==> config.mk <==
export PLATFORM = sky130hd
export DESIGN_NAME = regfile_wb_arbiter_flat
export DESIGN_NICKNAME = d
export VERILOG_FILES = /design/src/rtl/regfile_wb_arbiter_pkg.sv /design/src/rtl/regfile_wb_arbiter_if.sv /design/src/rtl/regfile_wb_arbiter_rr_arbiter2.sv /design/src/rtl/regfile_wb_arbiter.sv /design/src/flat_wrapper.sv
export SDC_FILE = /design/constraint.sdc
export NUM_CORES = 1
export LEC_CHECK = 0
export ABC_AREA = 1
export BUFFER_PORTS_ARGS = -buffer_cell sky130_fd_sc_hd__buf_2
export CELL_PAD_IN_SITES_DETAIL_PLACEMENT = 1
export CELL_PAD_IN_SITES_GLOBAL_PLACEMENT = 1
export CORE_ASPECT_RATIO = 1.25
export CORE_UTILIZATION = 33
export DETAILED_ROUTE_END_ITERATION = 10
export HOLD_SLACK_MARGIN = 0.1
export PLACE_DENSITY_LB_ADDON = 0.1
export SETUP_SLACK_MARGIN = 0.15
export SLEW_MARGIN = 20
export SYNTH_ARGS = -nofsm -noshare
export SYNTH_HDL_FRONTEND = slang
export SYNTH_SLANG_ARGS = --single-unit
==> constraint.sdc <==
create_clock -name clk -period 1.7 [get_ports clk]
set_input_delay 0.34 -clock clk [delete_from_list [all_inputs] [get_ports clk]]
set_output_delay 0.34 -clock clk [all_outputs]
set_load 0.005 [all_outputs]
==> src/rtl/regfile_wb_arbiter_pkg.sv <==
`default_nettype none
// ============================================================================
// Module      : regfile_pkg
// Description : Shared constants and types for the regfile writeback arbiter.
// Revision    : 1.0 - initial release
// ============================================================================
package regfile_pkg;

    localparam int DW     = 64;
    localparam int AW     = 5;
    localparam int NREG   = 32;
    localparam int ZR_IDX = 31;

    typedef logic [AW-1:0] reg_addr_t;
    typedef logic [DW-1:0] reg_data_t;

    typedef struct packed {
        logic      valid;
        reg_addr_t addr;
        reg_data_t data;
    } wb_req_t;

    // Zero-register index at address width, for direct comparison with addresses.
    localparam reg_addr_t ZR_ADDR = AW'(ZR_IDX);

endpackage
`default_nettype wire

==> src/rtl/regfile_wb_arbiter_if.sv <==
`default_nettype none
// ============================================================================
// Module      : regfile_wb_arbiter_if
// Description : Writeback request handshakes and regfile write port bundle.
// Revision    : 1.0 - initial release
// ============================================================================
interface regfile_wb_arbiter_if;
    import regfile_pkg::*;

    logic      req0_valid;
    reg_addr_t req0_addr;
    reg_data_t req0_data;
    logic      req0_ready;

    logic      req1_valid;
    reg_addr_t req1_addr;
    reg_data_t req1_data;
    logic      req1_ready;

    logic      we3;
    reg_addr_t wa3;
    reg_data_t wd3;

    // Requesters side: drive requests, observe handshake and write port.
    modport master (
        output req0_valid, req0_addr, req0_data,
        output req1_valid, req1_addr, req1_data,
        input  req0_ready, req1_ready,
        input  we3, wa3, wd3
    );

    // Arbiter side: accept requests, drive handshake and regfile write port.
    modport slave (
        input  req0_valid, req0_addr, req0_data,
        input  req1_valid, req1_addr, req1_data,
        output req0_ready, req1_ready,
        output we3, wa3, wd3
    );

endinterface
`default_nettype wire

==> src/rtl/regfile_wb_arbiter_rr_arbiter2.sv <==
`default_nettype none
// ============================================================================
// Module      : rr_arbiter2
// Description : Two-way round-robin arbiter with one-hot grant. The last
//               pointer resets to 1 so requester 0 wins the first conflict.
// Revision    : 1.0 - initial release
// ============================================================================
module rr_arbiter2 (
    input  wire logic       clk,
    input  wire logic       reset_n,
    input  wire logic [1:0] req,
    output logic      [1:0] gnt
);

    logic       last_q;
    logic       last_d;
    logic [1:0] gnt_raw;

    // Grant selection: single requester wins outright, conflicts go to the
    // requester not granted last; no grant is issued while reset is held.
    always_comb begin
        gnt_raw = 2'b00;
        last_d  = last_q;
        case (req)
            2'b01:   gnt_raw = 2'b01;
            2'b10:   gnt_raw = 2'b10;
            2'b11:   gnt_raw = last_q ? 2'b01 : 2'b10;
            default: gnt_raw = 2'b00;
        endcase
        if (gnt_raw[1]) begin
            last_d = 1'b1;
        end else if (gnt_raw[0]) begin
            last_d = 1'b0;
        end
        gnt = reset_n ? gnt_raw : 2'b00;
    end

    // Remember which requester was granted most recently.
    always_ff @(posedge clk or negedge reset_n) begin
        if (!reset_n) begin
            last_q <= 1'b1;
        end else begin
            last_q <= last_d;
        end
    end

endmodule
`default_nettype wire

==> src/rtl/regfile_wb_arbiter.sv <==
`default_nettype none
// ============================================================================
// Module      : regfile_wb_arbiter
// Description : Shares the regfile write port between the ALU (req0) and load
//               (req1) writeback paths and tracks in-flight destination
//               registers in a busy scoreboard.
// Revision    : 1.0 - initial release
// ============================================================================
module regfile_wb_arbiter
    import regfile_pkg::*;
(
    input  wire logic      clk,
    input  wire logic      reset_n,
    input  wire logic      iss_valid,
    input  wire reg_addr_t iss_rd,
    input  wire reg_addr_t ra1,
    input  wire reg_addr_t ra2,
    output logic           busy1,
    output logic           busy2,
    output logic           idle,
    regfile_wb_arbiter_if.slave wb
);

    wb_req_t         req0_s;
    wb_req_t         req1_s;
    wb_req_t         sel_s;
    logic [1:0]      req_vec;
    logic [1:0]      gnt;
    logic            accept;

    logic            we3_q, we3_d;
    reg_addr_t       wa3_q, wa3_d;
    reg_data_t       wd3_q, wd3_d;
    logic [NREG-1:0] busy_q, busy_d;

    // Pack the two requesters for uniform muxing.
    always_comb begin
        req0_s  = '{valid: wb.req0_valid, addr: wb.req0_addr, data: wb.req0_data};
        req1_s  = '{valid: wb.req1_valid, addr: wb.req1_addr, data: wb.req1_data};
        req_vec = {wb.req1_valid, wb.req0_valid};
    end

    rr_arbiter2 u_arb (
        .clk     (clk),
        .reset_n (reset_n),
        .req     (req_vec),
        .gnt     (gnt)
    );

    assign wb.req0_ready = gnt[0];
    assign wb.req1_ready = gnt[1];

    // Select the granted request and form the next write-port values; a write
    // to the zero register completes its handshake but is dropped here.
    always_comb begin
        sel_s  = gnt[1] ? req1_s : req0_s;
        accept = (|gnt) && sel_s.valid;
        we3_d  = 1'b0;
        wa3_d  = wa3_q;
        wd3_d  = wd3_q;
        if (accept && (sel_s.addr != ZR_ADDR)) begin
            we3_d = 1'b1;
            wa3_d = sel_s.addr;
            wd3_d = sel_s.data;
        end
    end

    // Scoreboard update: clear on the regfile commit edge, then apply the
    // issue set so a newer in-flight writer keeps the register busy.
    always_comb begin
        busy_d = busy_q;
        if (we3_q) begin
            busy_d[wa3_q] = 1'b0;
        end
        if (iss_valid && (iss_rd != ZR_ADDR)) begin
            busy_d[iss_rd] = 1'b1;
        end
        busy_d[ZR_IDX] = 1'b0;
    end

    // Registered write port and scoreboard state.
    always_ff @(posedge clk or negedge reset_n) begin
        if (!reset_n) begin
            we3_q  <= 1'b0;
            wa3_q  <= '0;
            wd3_q  <= '0;
            busy_q <= '0;
        end else begin
            we3_q  <= we3_d;
            wa3_q  <= wa3_d;
            wd3_q  <= wd3_d;
            busy_q <= busy_d;
        end
    end

    assign wb.we3 = we3_q;
    assign wb.wa3 = wa3_q;
    assign wb.wd3 = wd3_q;

    // Scoreboard queries and idle status straight from current state.
    always_comb begin
        busy1 = busy_q[ra1];
        busy2 = busy_q[ra2];
        idle  = (busy_q == '0) && !we3_q;
    end

endmodule
`default_nettype wire

==> src/flat_wrapper.sv <==
// flat-port wrapper written by rule: the top's interface ports become plain ports
module regfile_wb_arbiter_flat import regfile_pkg::*;
  (clk, reset_n, iss_valid, iss_rd, ra1, ra2, busy1, busy2, idle, wb_req0_valid, wb_req0_addr, wb_req0_data, wb_req1_valid, wb_req1_addr, wb_req1_data, wb_req0_ready, wb_req1_ready, wb_we3, wb_wa3, wb_wd3);
  regfile_wb_arbiter_if wb_i ();
  input  wire logic clk;
  input  wire logic reset_n;
  input  wire logic iss_valid;
  input  wire reg_addr_t iss_rd;
  input  wire reg_addr_t ra1;
  input  wire reg_addr_t ra2;
  output logic busy1;
  output logic busy2;
  output logic idle;
  input wire logic [$bits(wb_i.req0_valid)-1:0] wb_req0_valid;
  input wire logic [$bits(wb_i.req0_addr)-1:0] wb_req0_addr;
  input wire logic [$bits(wb_i.req0_data)-1:0] wb_req0_data;
  input wire logic [$bits(wb_i.req1_valid)-1:0] wb_req1_valid;
  input wire logic [$bits(wb_i.req1_addr)-1:0] wb_req1_addr;
  input wire logic [$bits(wb_i.req1_data)-1:0] wb_req1_data;
  output wire logic [$bits(wb_i.req0_ready)-1:0] wb_req0_ready;
  output wire logic [$bits(wb_i.req1_ready)-1:0] wb_req1_ready;
  output wire logic [$bits(wb_i.we3)-1:0] wb_we3;
  output wire logic [$bits(wb_i.wa3)-1:0] wb_wa3;
  output wire logic [$bits(wb_i.wd3)-1:0] wb_wd3;
  assign wb_i.req0_valid = wb_req0_valid;
  assign wb_i.req0_addr = wb_req0_addr;
  assign wb_i.req0_data = wb_req0_data;
  assign wb_i.req1_valid = wb_req1_valid;
  assign wb_i.req1_addr = wb_req1_addr;
  assign wb_i.req1_data = wb_req1_data;
  assign wb_req0_ready = wb_i.req0_ready;
  assign wb_req1_ready = wb_i.req1_ready;
  assign wb_we3 = wb_i.we3;
  assign wb_wa3 = wb_i.wa3;
  assign wb_wd3 = wb_i.wd3;
  regfile_wb_arbiter u_core (.clk(clk), .reset_n(reset_n), .iss_valid(iss_valid), .iss_rd(iss_rd), .ra1(ra1), .ra2(ra2), .busy1(busy1), .busy2(busy2), .idle(idle), .wb(wb_i));
endmodule
* After elaboration in Yosys (flattened, before gate mapping)
Cells that the tools add are included.
** Cells by class
- Shifts and indexed selects :: 0
- Divide/modulo/power cells :: 0
- Multiply operators :: 0
- Mux-type cells :: 17
- Bitwise gates (word level) :: 3
- Reduce and logical (&&, ||, !) cells :: 10
- Equality and inequality tests :: 5
- Magnitude comparators :: 6
- $add $sub $neg :: 0
** Operator list (number)
- $mux 70 :: 1
- $mux 31 :: 2
- $logic_not 32->1 :: 1
- $and 31x31->31 :: 1
- $not 31->31 :: 1
- $or 31x31->31 :: 1
- $lt 5x6->1 const B :: 4
- $bmux 1 s5 :: 2
- $demux 1 s5 :: 2
- $ge 5x1->1 const B :: 2
- $ne 5x5->1 const B :: 2
- $mux 1 :: 7
- $logic_and 1x1->1 :: 6
- $pmux 2 s3 :: 1
- $eq 2x2->1 const B :: 2
- $mux 2 :: 2
- $eq 2x1->1 const B :: 1
- $reduce_bool 2->1 :: 1
- $reduce_or 2->1 :: 1
- $logic_not 1->1 :: 1
** Storage, ports and cells
- Bits in latches :: 0
- Logic and storage cells :: 46
- Memory bits (writable) :: 0
- Output and inout port bits :: 75
- Memories kept :: 0
- Flip-flop bits (word level) :: 102
- Input port bits :: 158
- ROM bits :: 0

* Longest topological paths before layout
- Word-level depth :: 9
- Mapped depth :: 12
- Gate-level depth less buffers :: 10

* Cells and area by module
From an unflattened synthesis, not the netlist that was laid out.
** Unflattened totals
- Cells, all modules :: 729
- Area, all modules :: 5785.5 um^2
** By module, submodules not included
- regfile_wb_arbiter :: seq. area each 2527.4 um^2, times used 1, area an instance 5723.0 um^2, cells each 719
- rr_arbiter2 :: seq. area each 26.3 um^2, times used 1, area an instance 62.6 um^2, cells each 10

* Worst setup path before layout
No wires, ideal clock.
- Kind :: register -> register
- From :: register u_core.u_arb.last_q
- To :: register u_core.wd3_q[49], in the netlist u_core.wb.wd3[49]
- Data arrival time :: 1.464 ns
- Library setup time :: 0.116 ns
- Period minus slack after synthesis :: 1.580 ns
- Path buffers :: 2
- Required time :: 1.584 ns
- Stages on the path, launching flop included :: 12
- Path slack :: 0.120 ns
- Path through :: dfstp_2 nand2_2 nand2_2 nand2_1 nand2_1 nand2_1 nor2_1 nand2_2 buf_4 buf_6 nand3_1 nand2_1
** On the way
- Longest elaborated chain between the ends :: 6
- Elaborated cells on any way between the ends :: 8
- Classes of those cells :: 1 x eq/ne; 4 x mux; 3 x reduce/logical
** RTL lines
- start, declared :: line regfile_wb_arbiter_rr_arbiter2.sv:15 : logic last_q;
- start signal, assigned :: line regfile_wb_arbiter_rr_arbiter2.sv:43 : last_q <= last_d;
- $mux 2 * :: line regfile_wb_arbiter_rr_arbiter2.sv:27 : 2'b11: gnt_raw = last_q ? 2'b01 : 2'b10;
- $pmux 2 s3 * :: line regfile_wb_arbiter_rr_arbiter2.sv:24 : case (req)
- $mux 2 * :: line regfile_wb_arbiter_rr_arbiter2.sv:35 : gnt = reset_n ? gnt_raw : 2'b00;
- $mux 70 or $reduce_or 2->1 (tied branches) :: line regfile_wb_arbiter.sv:56, regfile_wb_arbiter.sv:57
- $ne 5x5->1 or $logic_and 1x1->1 (tied branches) :: line regfile_wb_arbiter.sv:61, regfile_wb_arbiter.sv:57
- $logic_and 1x1->1 :: line regfile_wb_arbiter.sv:61 : if (accept && (sel_s.addr != ZR_ADDR)) begin
- end signal, assigned :: line regfile_wb_arbiter.sv:91 : wd3_q <= wd3_d;
- end, declared :: line regfile_wb_arbiter.sv:33 : reg_data_t wd3_q, wd3_d;
Every way passes the cells marked *; elsewhere a longest branch is shown, timed or not.
A chain may end at the register's enable or synchronous reset.

* Final worst setup path
- From :: register u_core.u_arb.last_q
- To :: register u_core.wd3_q[15], in the netlist u_core.wb.wd3[15]
Same word-level chain as after synthesis.

==> out/results.txt <==
Post-Syn Instances = 837
Worst-Margin Slew = 0.5785 ns
CP Capture Type = flip-flop
R2R depth = 12
DR pass1 iterations = 4
Die W = 119.5 µm
Internal power = 5.891 mW
Sequential fraction of design power = 40.8%
Global route total overflow = 0
Slew Viols, Final = 0
Area contributors post-synth = dfrtp_1 44%, nand2_1 26%, nand3_1 11%, o21ai_0 6.4%, inv_1 2.8%
Tmin final = 1.997 ns
Detailed placer's ending HPWL = 15.35 mm
Clock network fraction of total power = 24.9%
Die height = 148.9 µm
Highest clock rate = 500.8 MHz
Final Hold Fails = 0
Vias in the first global route = 7491
GRT Util Overall = 29.71%
Post-synthesis sequential area ratio = 44.82%
Drc violations = 0
Max IR drop VDD = 0.4838 mV
Comb power frac = 34.2%
Switching part of the total = 37.15%
Pwr Total = 9.372 mW
GPL Wtd Cong = 0.8372
Crit path max fanout = 6
Root Driver = clkbuf_16
Max Cap Viol = 0
Top cell type's share of synthesized area = 44.36%
CTS tree = yes
Total number of yosys warnings = 0
Slew margin rel. = 61.44%
Area growth, synth to finish = 65.88%
Synth unique cells = 21
Placed Cells incl. Taps = 1280
CTS sink cnt = 102
First-pass GRT wire length = 40.57 mm
# nets final = 1288
Cell Rows = 53
Post-Syn Area per Cell = 6.808 µm²
Clk_lat worst skew = 0.35 ns
P_sw = 3.482 mW
Clock transition at path regs = 0.08 ns
Synthesized cell area = 5698 µm²
Post-route cell area = 9452 µm²
Number of hold buffers added after cts = 0
# IOs = 233
Worst EP required = 1.99 ns
Clock Path Buffers = 2
Flops & latches, synth = 102
Run status = finished with violations
Area of the core = 16840 µm²
Post-route setup slack = -0.2966 ns
Tcrit/Tclk final = 117.4%
Leak = 5.022 nW
Initial antenna violation count = 1
Critical path data arrival time = 2.29 ns
Most frequent cells in the layout = 298 x nand2_1, 230 x buf_2, 98 x dfrtp_1, 72 x nand3_1
Share of cells above drive strength 1 = 45.99%
Synthesized net count = 995
Count of final setup violators = 75
Initial core utilization = 33.83%
Largest net degree at the start of global routing = 103
IO Port Bufs = 232
Final Skew = 0.01065 ns
Layout Cells excl Fill = 1356
Commonest non-fill, non-tap cell in the layout = nand2_1
Final wirelength = 26.51 mm
Hold Crit Class = input port to async pin
Via-to-Cell Ratio = 5.172
Initial DRC count = 283
Setup TNS = -17.52 ns
PwrDens = 991.6 nW/µm²
Wirelength per Cell = 19.55 µm
ANT nets after route = 0
Violated checks = setup timing
RSZ-0062 raised after global routing = true
Die Footprint = 17800 µm²
Largest area contributor in the synthesized netlist = dfrtp_1
Critical Path Start Type = flip-flop
H-tree levels = 3
Clock buffer count from CTS = 9
Placed cell areas = 7283 µm²
Final Core Density = 56.11%
WS Path Type = flip-flop to flip-flop
Vias post-DR = 7013
[final cells by class]
cell class	instances	area, µm²
Clock inverter	7	102.6
Clock buffer	9	225.2
Sequential cell	102	2557
Timing Repair Buffer	322	2470
Fill cell	2112	7392
Tap cell	220	275.3
Inverter	46	177.7
Multi-Input combinational cell	649	3641
Antenna cell	1	2.502
[per-layer routing]
metal | up-vias | part of all wire, % | wire [µm] | global-route usage (%)
li1 | 3302 | - | - | -
met1 | 3463 | 38 | 10170 | 33.24
met2 | 192 | 54 | 14390 | 55.84
met3 | 56 | 4.2 | 1103 | 5.084
met4 | 0 | 3.2 | 848 | 10.94
met5 | - | 0 | 0 | 0
[sequential cells by signal, indices dropped and copies added (netlist names)]
name,count
u_core.wb.we3,1
u_core.u_arb.last_q,1
u_core.busy_q,31
u_core.wb.wd3,64
u_core.wb.wa3,5
[critical path, stage by stage (launching register included)]
cell	delay, ns
dfstp_2	0.58
nand2_4	0.11
nand2_8	0.12
nand2_4	0.07
nand2_4	0.08
buf_12	0.11
nand3_4	0.09
o21bai_4	0.21
buf_12	0.15
buf_12	0.13
buf_16	0.14
nand2_2	0.06
nand2_2	0.07
[logic make-up after synthesis]
kind of cell	count (synthesis)	synth area share, %
AO/OA/AOI/OAI	94	8.542
buffers and inverters	87	6.522
flip-flops	102	44.82
AND/OR/NAND/NOR	554	40.12
[power by group through the flow]
stage | Combinational (mW) | Sequential (mW) | Clock, mW
2_1_floorplan | 1.20 | 3.57 | 0
3_3_place_gp | 2.27 | 3.70 | 0
3_5_place_dp | 2.33 | 3.71 | 0
4_1_cts | 2.97 | 3.75 | 2.36
5_1_grt | 3.53 | 3.92 | 2.46
6_report | 3.21 | 3.83 | 2.34
[cell usage after synthesis, drive strengths merged]
cell type,n
nand2,403
nand3,126
dfrtp,101
o21ai,73
inv,46
buf,34
a21oi,16
nor2,8
nor4,8
clkbuf,7
nor3,7
o31ai,4
nand4,2
dfstp,1
o21bai,1
[path summary, 6_finish.rpt]
path / start / endpoint / slack [ns]
worst min-delay path: reset_n / u_core.wb.wd3[48] / 0.20
max in group asynchronous: reset_n / u_core.busy_q[5] / 1.02
worst max-delay path: u_core.u_arb.last_q / u_core.wb.wd3[15] / -0.30
min in group clk: iss_rd[0] / u_core.busy_q[28] / 0.30
worst max register to register: u_core.u_arb.last_q / u_core.wb.wd3[15] / -0.30
worst min register to register: u_core.wb.wd3[19] / u_core.wb.wd3[19] / 0.48
[stage by stage]
step | hold slack, ns | setup slack [ns]
floorplan | 0.04441 | 0.1605
global placement | 0.4490 | -0.01332
detailed placement | 0.4538 | -0.06456
CTS | 0.2250 | -0.1932
global route | 0.2557 | -0.3238
finish | 0.1978 | -0.2966
[repair_timing]
action | 4_1_cts | 5_1_grt
gates cloned | 18 | 1
buffers inserted | 34 | 6
resized for setup | 203 | 71
endpoints found under the setup margin | 75 | 75
pin swaps | 57 | 49
No activity file was read; power rests on OpenSTA's default activity.
